File: config.mk
export PLATFORM = sky130hd
export DESIGN_NAME = snake_dir_ctrl
export DESIGN_NICKNAME = d
export VERILOG_FILES = /design/src/rtl/snake_dir_ctrl_pkg.sv /design/src/rtl/snake_dir_ctrl_dir_fifo.sv /design/src/rtl/snake_dir_ctrl.sv
export SDC_FILE = /design/constraint.sdc
export NUM_CORES = 1
export LEC_CHECK = 0
export CELL_PAD_IN_SITES_DETAIL_PLACEMENT = 2
export CELL_PAD_IN_SITES_GLOBAL_PLACEMENT = 2
export CORE_UTILIZATION = 32
export DETAILED_ROUTE_END_ITERATION = 7
export PLACE_DENSITY = 0.76
export SLEW_MARGIN = 20
export SYNTH_ARGS = -nofsm -noshare
export SYNTH_HDL_FRONTEND = slang
export SYNTH_SLANG_ARGS = --single-unit
File: constraint.sdc
create_clock -name clk -period 4.3 [get_ports clk]
set_input_delay 0.86 -clock clk [delete_from_list [all_inputs] [get_ports clk]]
set_output_delay 0.86 -clock clk [all_outputs]
set_load 0.02 [all_outputs]
File: src/rtl/snake_dir_ctrl_pkg.sv
// snake_pkg: heading and state types shared by snake_dir_ctrl and its turn FIFO.
package snake_pkg;
    typedef enum logic [1:0] {DIR_UP, DIR_DOWN, DIR_LEFT, DIR_RIGHT} dir_t;
    typedef enum logic [1:0] {ST_IDLE, ST_RUN, ST_HALT, ST_PAUSE} state_t;
    // UP/DOWN and LEFT/RIGHT differ only in the low bit of the encoding
    function automatic dir_t opposite(input dir_t d);
        return dir_t'(d ^ 2'b01);
    endfunction
endpackage

File: src/rtl/snake_dir_ctrl_dir_fifo.sv
// dir_fifo: DEPTH-entry heading FIFO with flush, head/tail peek and simultaneous push/pop.
module dir_fifo
    import snake_pkg::*;
#(
    parameter int DEPTH = 2
) (
    input  logic                     clk,
    input  logic                     rst,
    input  logic                     push,
    input  logic                     pop,
    input  logic                     flush,
    input  dir_t                     din,
    output dir_t                     head,
    output dir_t                     tail,
    output logic [$clog2(DEPTH):0]   count,
    output logic                     full,
    output logic                     empty
);
    localparam int PW = $clog2(DEPTH);
    dir_t mem [DEPTH];
    logic [PW-1:0] rp, wp;
    logic do_push, do_pop;
    assign empty = count == '0;
    assign full = count == (PW+1)'(DEPTH);
    assign do_pop = pop && !empty;
    // a pop in the same cycle frees the slot a full-queue push needs
    assign do_push = push && (!full || do_pop);
    assign head = mem[rp];
    assign tail = mem[wp - 1'b1];
    always_ff @(posedge clk or negedge rst) begin
        if (!rst) begin
            rp <= '0;
            wp <= '0;
            count <= '0;
        end else if (flush) begin
            rp <= '0;
            wp <= '0;
            count <= '0;
        end else begin
            if (do_push) wp <= wp + 1'b1;
            if (do_pop) rp <= rp + 1'b1;
            count <= count + (PW+1)'(do_push) - (PW+1)'(do_pop);
        end
    end
    always_ff @(posedge clk) begin
        if (do_push && !flush) mem[wp] <= din;
    end
endmodule

File: src/rtl/snake_dir_ctrl.sv
// snake_dir_ctrl: filters button turns, queues legal ones and applies one per move tick.
// Defining SNAKE_DIR_PAUSE_EN adds a PAUSE state toggled by pause_press.
module snake_dir_ctrl
    import snake_pkg::*;
#(
    parameter int         QDEPTH   = 2,
    parameter logic [1:0] INIT_DIR = 2'd3
) (
    input  logic                      clk,
    input  logic                      rst,
    input  logic                      left_press,
    input  logic                      right_press,
    input  logic                      up_press,
    input  logic                      down_press,
    input  logic                      pause_press,
    input  logic                      move_tick,
    input  logic                      game_over,
    input  logic                      restart,
    output logic [1:0]                dir,
    output logic                      moving,
    output logic                      dir_changed,
    output logic                      overflow,
    output logic [$clog2(QDEPTH):0]   q_count
);
    state_t state, nxt;
    dir_t cand, head, tail, ref_dir;
    logic any_press, legal, active, go_halt, pop, push_ok, full, empty;
    assign any_press = up_press | down_press | left_press | right_press;
    assign cand = up_press ? DIR_UP : down_press ? DIR_DOWN : left_press ? DIR_LEFT : DIR_RIGHT;
    // legality is judged against the last queued turn, not the current heading
    assign ref_dir = empty ? dir_t'(dir) : tail;
    assign legal = any_press && cand != ref_dir && cand != opposite(ref_dir);
    assign go_halt = !restart && game_over && (state == ST_RUN || state == ST_PAUSE);
    assign active = !restart && (state == ST_IDLE || (state == ST_RUN && !game_over));
    assign pop = active && state == ST_RUN && move_tick && !empty;
    assign push_ok = active && legal;

    dir_fifo #(.DEPTH(QDEPTH)) u_fifo (
        .clk   (clk),
        .rst   (rst),
        .push  (push_ok),
        .pop   (pop),
        .flush (restart || go_halt),
        .din   (cand),
        .head  (head),
        .tail  (tail),
        .count (q_count),
        .full  (full),
        .empty (empty)
    );

    always_comb begin
        nxt = state;
        if (restart) nxt = ST_IDLE;
        else if (go_halt) nxt = ST_HALT;
        else if (state == ST_IDLE && push_ok) nxt = ST_RUN;
`ifdef SNAKE_DIR_PAUSE_EN
        else if (pause_press && state == ST_RUN) nxt = ST_PAUSE;
        else if (pause_press && state == ST_PAUSE) nxt = ST_RUN;
`endif
    end

`ifndef SNAKE_DIR_PAUSE_EN
    logic unused_pause;
    assign unused_pause = pause_press;
`endif

    always_ff @(posedge clk or negedge rst) begin
        if (!rst) begin
            state <= ST_IDLE;
            dir <= INIT_DIR;
            moving <= 1'b0;
            dir_changed <= 1'b0;
            overflow <= 1'b0;
        end else begin
            state <= nxt;
            dir <= restart ? INIT_DIR : pop ? head : dir;
            moving <= nxt == ST_RUN;
            dir_changed <= pop;
            overflow <= push_ok && full && !pop;
        end
    end
endmodule

==> flow_metrics.tcl, run 1 <==
set metrics [dict create \
    htreeDepth 1 \
    syn_avg_cell_area_um2 11.26 \
    syn_nets 74 \
    ant_nets 0 \
    async_flop_share_pct 73.33 \
    hold_viol 0 \
    final_cell_mix "clkdlybuf4s50_1 (15), nor2_1 (11), dfrtp_1 (9), a21oi_1 (6)" \
    grt_max_degree 12 \
    path_cells "clkdlybuf4s50_1 -> a21oi_2 -> nand2b_1 -> or3_4 -> inv_2 -> ha_1 -> nor3_1 -> nand3_1 -> nor3b_2" \
    pin_count 17 \
    leakagePower_nw 0.3864 \
    endpoint_kind "register" \
    worstPathRequired_ns 4.48 \
    dp_slack_ns 1.013 \
    rows 16 \
    clk_latency_ns 0.29 \
    area_delta_synth_final_pct 29.81 \
    multi_input_area_um2 300.3 \
    worstSetupPathType "in -> reg" \
    fin_cells 109 \
    grt_pass1_vias 616 \
    slowest_delay_ns 0.53 \
    min_period_ns 3.025 \
    tritoncts "built" \
    layout-drive-gt1-share_pct 17.07 \
    critPathMaxFanout 5 \
    postSynthCellCount 63 \
    drt-vias-per-instance 5.009 \
    route.detailed.drc 0 \
    drtIter0Drc 1 \
    cp-startpoint "restart" \
    ys_seq_area_share_pct 56.08 \
    finalSetupViolations 0 \
    detailed_place_hpwl_um 1397 \
    cts_buffers 3 \
    coreArea_um2 2022 \
    relSlewSlack_pct 65.58 \
    wl_per_cell_um 16.14 \
    crit_family "simple AND/OR/NAND/NOR gates" \
    rr_worst_depth 8 \
    powerDensity_nw_per_um2 356.7 \
    portBuffers 15 \
    peakVddDrop_v 0.0001713 \
    crit_buf_inv 2 \
    finalNetCount 94 \
    start_kind "input port" \
    slew_violations 0 \
    slowest_stage "clkdlybuf4s50_1" \
    postCtsSetupRepairBufs 0 \
    die_height_um 49.09 \
    max-cap-violations 0 \
    die_w_um 49.09 \
    timing.rr.start "state[0]" \
    cts-root-buf "clkbuf_4" \
    dr.pass1.iters 2 \
    synth-main-ff-cell "dfrtp_1" \
    cts_resized 0 \
    rsz0062_at_grt "false" \
    yosysWarnings 0 \
    tns_ns 0 \
    hold_buffers 0 \
    cts.path.max_buffers 2 \
    maxClockFrequency_mhz 330.6 \
    die_area_um2 2409 \
    clock-sinks 15 \
    finClkSkew_ns 0.008463 \
    grt_pass1_wl_um 3008 \
    grtUsageTotal_pct 17.79 \
    setup_ws_ns 1.275 \
    crit_cells 9 \
    tightest_slew_ns 0.5146 \
    initial_core_util_pct 35.09 \
    syn-cell-area_um2 709.4 \
    synth_edf_count 4 \
    cp_data_arrival_time_ns 3.20 \
    overflow 0 \
    fillCellCount 210 \
    hold_class "reg -> reg" \
    vias 546 \
    drt_wl_total_um 1759 \
    synth_cell_types 27 \
    antenna_found_initial 0 \
    reg2reg_to "u_fifo.count[1]" \
    seqCellArea_um2 397.9 \
    rrSetupSlack_ns 1.89 \
    place_congestion 0.7127 \
    clk_pin_slew_ns 0.09 \
    diodes 0 \
    mostFrequentLayoutCell "clkdlybuf4s50_1" \
    post-route-period-util_pct 70.35 \
    outcome "completed" \
    yosys_register_bits 15 \
    endpoint "u_fifo.count[1]" \
    dp.cells 105 \
]
-- flip-flops by register name, summed over array words and instances, names as in the netlist --
name / count
dir: 2
dir_changed: 1
moving: 1
overflow: 1
state: 2
u_fifo.count: 2
u_fifo.mem: 4
u_fifo.rp: 1
u_fifo.wp: 1
-- kinds of logic (layout without fill, tap and decap cells) --
kind of cell,Yosys count,in the layout,synth area share [%]
AO/OA/AOI/OAI,12,12,10.94
XOR/XNOR,2,2,2.470
adder cells (fa/ha/maj),1,1,1.763
buffers and inverters,3,22,1.587
flip-flops,15,15,56.09
multiplexers,6,6,9.171
AND/OR/NAND/NOR,24,24,17.99
-- report_power, final --
part	leakage, nW	total [mW]	switching (mW)	internal (mW)
logic	0.189	0.0728	0.0398	0.0331
clock network	0.0177	0.0831	0.0485	0.0346
registers	0.179	0.172	0.0120	0.160
total	0.386	0.328	0.100	0.228
-- worst register-to-register path: cells and delay by family, from the launching register on --
| kind | cells | cell delay (ns) |
|---|---|---|
| buf+inv | 1 | 0.10 |
| fa+ha+maj | 1 | 0.24 |
| flops | 1 | 0.49 |
| compound gates | 1 | 0.20 |
| simple gates | 5 | 1.27 |
-- area by class of cell --
class,count,area share [%]
clock buffers,3,2.446
clock inverters,1,0.5435
inverters,3,1.223
multi-input cells,45,32.61
flip-flops and latches,15,43.21
well taps,27,3.668
repair buffers,15,16.30
-- through the flow --
step	power, mW	area (um^2)	hold slack, ns	utilization, %
finish	0.3284	920.9	0.5323	45.54
floorplan	0.2149	709.4	0.4761	-
CTS	0.3333	920.9	0.5491	45.54
detailed placement	0.2484	893.4	0.5183	44.18
global placement	0.2438	893.4	0.5181	44.18
global route	0.3471	920.9	0.5694	45.54
-- cells in the mapped netlist, types with 2 or more instances --
| library cell | count | area share [%] |
|---|---|---|
| dfrtp_1 | 9 | 32 |
| nand2b_1 | 2 | 1.8 |
| mux2i_1 | 4 | 5.6 |
| nor3_1 | 2 | 1.4 |
| inv_1 | 2 | 1.1 |
| dfstp_2 | 2 | 7.4 |
| nand2_1 | 3 | 1.6 |
| a211o_1 | 2 | 2.5 |
| edfxtp_1 | 4 | 17 |
| nor2_1 | 11 | 5.8 |
| a21oi_1 | 6 | 4.2 |
-- layer usage --
| layer | share of wire [%] | global-route usage, % | up-vias | wire length, um |
|---|---|---|---|---|
| met2 | 55 | 32.88 | 11 | 963 |
| met4 | 1.5 | 5.882 | 0 | 26 |
| met3 | 3.1 | 5.919 | 4 | 54 |
| met5 | 0 | 0 | - | 0 |
| met1 | 41 | 18.54 | 270 | 714 |
| li1 | - | - | 261 | - |
-- worst min path at each step --
| stage | from | to | slack, ns | depth (start not counted) |
|---|---|---|---|---|
| CTS | state[1] | state[1] | 0.55 | 2 |
| finish | state[1] | state[1] | 0.53 | 2 |
| floorplan | state[1] | state[1] | 0.48 | 2 |
| global route | state[1] | state[1] | 0.57 | 2 |
| detailed placement | state[1] | state[1] | 0.52 | 2 |
| global placement | state[1] | state[1] | 0.52 | 2 |
Note: power is estimated with default switching activity, not from simulation.
==> run 2: changes to the inputs <==
Settings changed: CORE_UTILIZATION 32 to 27, PLACE_DENSITY 0.76 to 0.68.
Clock period 4.3 ns to 2.5 ns, I/O delays scaled along.
==> flow_metrics.tcl, run 2 (synthesis gave the netlist of run 1 again) <==
set metrics [dict create \
    outcome "completed" \
    dr.pass1.iters 2 \
    timing.rr.start "state[0]" \
    die_w_um 53.26 \
    slowest_delay_ns 0.44 \
    diodes 0 \
    mostFrequentLayoutCell "clkdlybuf4s50_1" \
    leakagePower_nw 0.4217 \
    route.detailed.drc 0 \
    wl_per_cell_um 14.30 \
    cts_buffers 3 \
    grt_pass1_vias 661 \
    crit_buf_inv 2 \
    finalPower_mw 0.5735 \
    clk_pin_slew_ns 0.09 \
    powerDensity_nw_per_um2 580.2 \
    hold_slack_ns 0.5568 \
    utilization_pct 39.90 \
    slowest_stage "clkdlybuf4s50_1" \
    place_congestion 0.6772 \
    finClkSkew_ns 0.001055 \
    drt_wl_total_um 1716 \
    critPathMaxFanout 3 \
    grtUsageTotal_pct 15.13 \
    tightest_slew_ns 0.5130 \
    largest_register_ffs 4 \
    hold_buffers 0 \
    rows 18 \
    final_cell_mix "clkdlybuf4s50_1 (15), nor2_1 (11), dfrtp_1 (9), buf_4 (8), a21oi_1 (6)" \
    htreeDepth 1 \
    pin_count 17 \
    cts-root-buf "clkbuf_4" \
    largest_register "u_fifo.mem" \
    rsz0062_at_grt "false" \
    ant_nets 0 \
    max-cap-violations 0 \
    detailed_place_hpwl_um 1383 \
    dp.cells 116 \
    clock-sinks 15 \
    worstSetupPathType "in -> reg" \
    worstPathRequired_ns 2.67 \
    min_period_ns 2.358 \
    grt_max_degree 12 \
    hold_class "in -> async" \
    tritoncts "built" \
    cp-startpoint "game_over" \
    path_cells "clkdlybuf4s50_1 -> a21oi_2 -> nand2b_1 -> or3_4 -> inv_2 -> ha_1 -> nor3_2 -> nand3_1 -> nor3b_2" \
    maxClockFrequency_mhz 424.0 \
    relSlewSlack_pct 65.69 \
    area_delta_synth_final_pct 39.33 \
    initial_core_util_pct 28.64 \
    hold_viol 0 \
    grt_pass1_wl_um 2953 \
    fin_cells 120 \
    clk_latency_ns 0.28 \
    crit_family "simple AND/OR/NAND/NOR gates" \
    coreArea_um2 2477 \
    drtIter0Drc 3 \
    die_height_um 53.26 \
    vias 568 \
    post-route-period-util_pct 94.33 \
    cts.path.max_buffers 2 \
    endpoint_kind "register" \
    layout-drive-gt1-share_pct 24.44 \
    overflow 0 \
    antenna_found_initial 0 \
    peakVddDrop_v 0.0002412 \
    finalNetCount 102 \
    portBuffers 15 \
    fillCellCount 278 \
    slew_violations 0 \
    start_kind "input port" \
    cp_data_arrival_time_ns 2.53 \
    die_area_um2 2837 \
    finalSetupViolations 0 \
    drt-vias-per-instance 4.733 \
]
-- run 2: cell types whose count changed in the layout (fill, tap and decap cells not counted) --
cell / previous run / this run
buf_4: 0 / 8
clkbuf_1: 0 / 1
clkinv_2: 1 / 0
nor3_1: 2 / 1
nor3_2: 0 / 1
-- run 2: power breakdown --
part	switching [mW]	leakage (nW)	internal, mW
Sequential	0.0202	0.179	0.276
Clock	0.0748	0.0150	0.0618
Combinational	0.0706	0.227	0.0701
-- run 2: final cells by class --
class | count | area, um^2 | share of cell area [%]
sequential | 15 | 397.9 | 40.25
multi-input combinational | 45 | 305.3 | 30.89
timing repair buffer | 23 | 210.2 | 21.27
tap | 30 | 37.54 | 3.797
clock buffer | 4 | 26.28 | 2.658
inverter | 3 | 11.26 | 1.139
-- run 2: per-stage QoR --
step | worst slack (ns) | TNS (ns) | instance area [um^2]
CTS | 0.05763 | 0 | 983.4
detailed placement | -0.2248 | -0.4421 | 957.2
floorplan | 0.3929 | 0 | 709.4
global route | 0.06499 | 0 | 988.4
global placement | -0.1887 | -0.3677 | 957.2
finish | 0.1416 | 0 | 988.4
-- run 2: metal layers --
metal	wire length (um)	GRT usage [%]	share of wire, %
met3	46	4.310	2.7
met1	740	16.73	43
met5	0	0	0
met4	15	5.263	0.87
met2	913	27.08	53
-- run 2: repair_timing --
item                       in CTS  in global routing
setup endpoints to repair       0                  2
setup buffers                   0                  0
resized for setup               0                  1
-- run 2: path summary, 6_finish.rpt --
check | slack (ns) | cells after the start | endpoint
max | 0.14 | 9 | u_fifo.count[1]
min | 0.56 | 1 | u_fifo.count[0]
max reg2reg | 0.34 | 8 | u_fifo.count[1]
min reg2reg | 0.56 | 1 | u_fifo.wp
max in group asynchronous | 1.58 | 1 | dir[1]
min in group clk | 0.56 | 1 | u_fifo.wp
==> RTL change: new RTL, flow settings as in run 2 <==
Add a define of `SNAKE_DIR_PAUSE_EN`.
--- a/src/rtl/snake_dir_ctrl.sv
+++ b/src/rtl/snake_dir_ctrl.sv
@@ -2,2 +2,4 @@
 // Defining SNAKE_DIR_PAUSE_EN adds a PAUSE state toggled by pause_press.
+`define SNAKE_DIR_PAUSE_EN
+
 module snake_dir_ctrl
Function: changed (a bounded check fails within 4 cycles, from zero or initial values and one cycle with rst low).
==> RTL change against run 2 <==
- sequential cell count unchanged
- cell area grew 4.1%
- power up 18%
- worst setup slack got worse by 11 ps
- wire length up 20%
- sequential share of layout area fell by 1.6 points
- sequential power increased by 5%
- synthesized area grew 4.9%
- via count increased by 10%
- critical endpoint unchanged
==> RTL change: results (changes against run 2) <==
Run status
The flow ran to the end, and the final reports show no timing, DRC or antenna violations.

Logic synthesis
The post-synthesis cell type count is 31 (+15%). The total nets after synthesis was 78 (+5.4%). The compound-cell area share of the yosys netlist is 0.138 (+0.0285). The area share of fa/ha/maj cells after synthesis came to 0.0168 (-0.000830). The number of standard cells after synthesis was 67 (+6.3%). Ranked by instance count, the synthesized netlist is headed by 9 x sky130_fd_sc_hd__dfrtp_1, 7 x sky130_fd_sc_hd__nor2_1, 5 x sky130_fd_sc_hd__a21oi_1. The mux share of post-synthesis cell area is 0.0790 (-0.0127). The fraction of synthesized cell area in xor and xnor cells is 0.0235 (-0.00116). The post-synthesis sequential area ratio is 0.534 (-0.0264). Sorting the synthesized cells by area gives the leading types as sky130_fd_sc_hd__dfrtp_1 30%, sky130_fd_sc_hd__edfxtp_1 16%, sky130_fd_sc_hd__dfstp_2 7.1%.

Global route
The number of global-route vias before repair is 644 (-2.6%). The met3 layer usage reported by global route is 0.0500 (+0.00690). The met1 usage is 0.202 (+0.0351). The global-route wire length before repair was 3330 µm (+13%). The aggregate global-route resource usage came to 0.172 (+0.0206).

The met2 track utilization from global routing is 0.299 (+0.0279).

Setup path
The length in cells of the worst reg-to-reg path is 4 (-4). The delay of the slowest cell on the worst path is 470 ps (+30 ps). The capture instance of the worst register-to-register path is u_fifo.mem[0][1]$_DFFE_PP_. The worst endpoint data arrival time is 2580 ps (+50 ps).

The largest driver fanout on the critical path is 2 (-1). The source of the worst register-to-register timing path is u_fifo.count[0]$_DFF_PN0_. The internal reg-to-reg setup slack was 290 ps (-50 ps).

The most critical setup path has its startpoint at restart.

Finish
The count of multi-input gates is 47 (+4.4%). The sequential cell count is 15 (unchanged). The ratio of cells with drive above 1 in the final layout was 0.266 (+0.0215). The inverter count of the layout excluding clock inverters came to 3 (unchanged).

The register fraction of the total cell area is 0.387 (-0.0157). The relative area of non-clock buffer cells in the final design was 0.221 (+0.00875). The final design area excluding fillers came to 1030 µm² (+4.1%). The count of nets after finishing came to 106 (+3.9%).

The non-clock buffer count in the final layout was 25 (+8.7%). The fraction of standard cell area in multi-input logic is 0.319 (+0.00987). The fill cell instance count of the final layout is 295 (+6.1%). The proportion of cell area spent on the clock network is 0.0255 (-0.00103).

Power
The overall power of the completed layout came to 675 µW (+18%). For the clock group, total power comes out at 139 µW. The power share of the sequential group is 0.462 (-0.054).

The switching share of total power came to 0.320 (+0.0307). The standby leakage power was 0.428 nW (+1.6%).

Placement
The setup slack after placement is -215 ps (+9.86 ps). The number of buffers inserted by port buffering is 16 (+1). The global placer's final weighted congestion is 0.716 (+5.7%). The placed cell count was 120 (+3.4%). The placed wire-length estimate after detailed placement is 1660 µm (+20%).

Drt
The routed via count was 626 (+10%). The via density per instance is 5.05 (+6.7%).

Clock tree
The number of buffers inserted by post-CTS setup repair is 0 (unchanged). The clock latency on the worst-skew pair is 280 ps (about the same).

Timing
The final period demand of the worst path is 2370 ps (+11.1 ps). The clock skew after layout is 2.78 ps (+1.73 ps). The transition time at the pin with the least slew margin came to 618 ps (+105 ps).
RTL change: worst min path at each step:
stage                           endpoint  slack, ps  cells past startpoint
5_1_grt        u_fifo.count[0]$_DFF_PN0_        580                      1
3_5_place_dp          dir[0]$_DFFE_PN1P_        600                      2
2_1_floorplan      dir_changed$_DFF_PN0_        200                      0
6_report              state[1]$_DFF_PN0_        560                      1
4_1_cts               state[1]$_DFF_PN0_        570                      1
3_3_place_gp          dir[0]$_DFFE_PN1P_        590                      2
RTL change: timing repair:
action | in CTS | in global routing
endpoints found under the hold margin | 0 | 0
endpoints found under the setup margin | 0 | 1
gates resized for setup | 0 | 1
hold buffers | 0 | 0
RTL change: metal layers:
metal / vias up / share of wire / wire length [µm]
li1: 295 / - / -
met1: 316 / 0.43 / 884
met2: 13 / 0.54 / 1110
met3: 2 / 0.029 / 59
met4: 0 / 0.0039 / 8
met5: - / 0 / 0
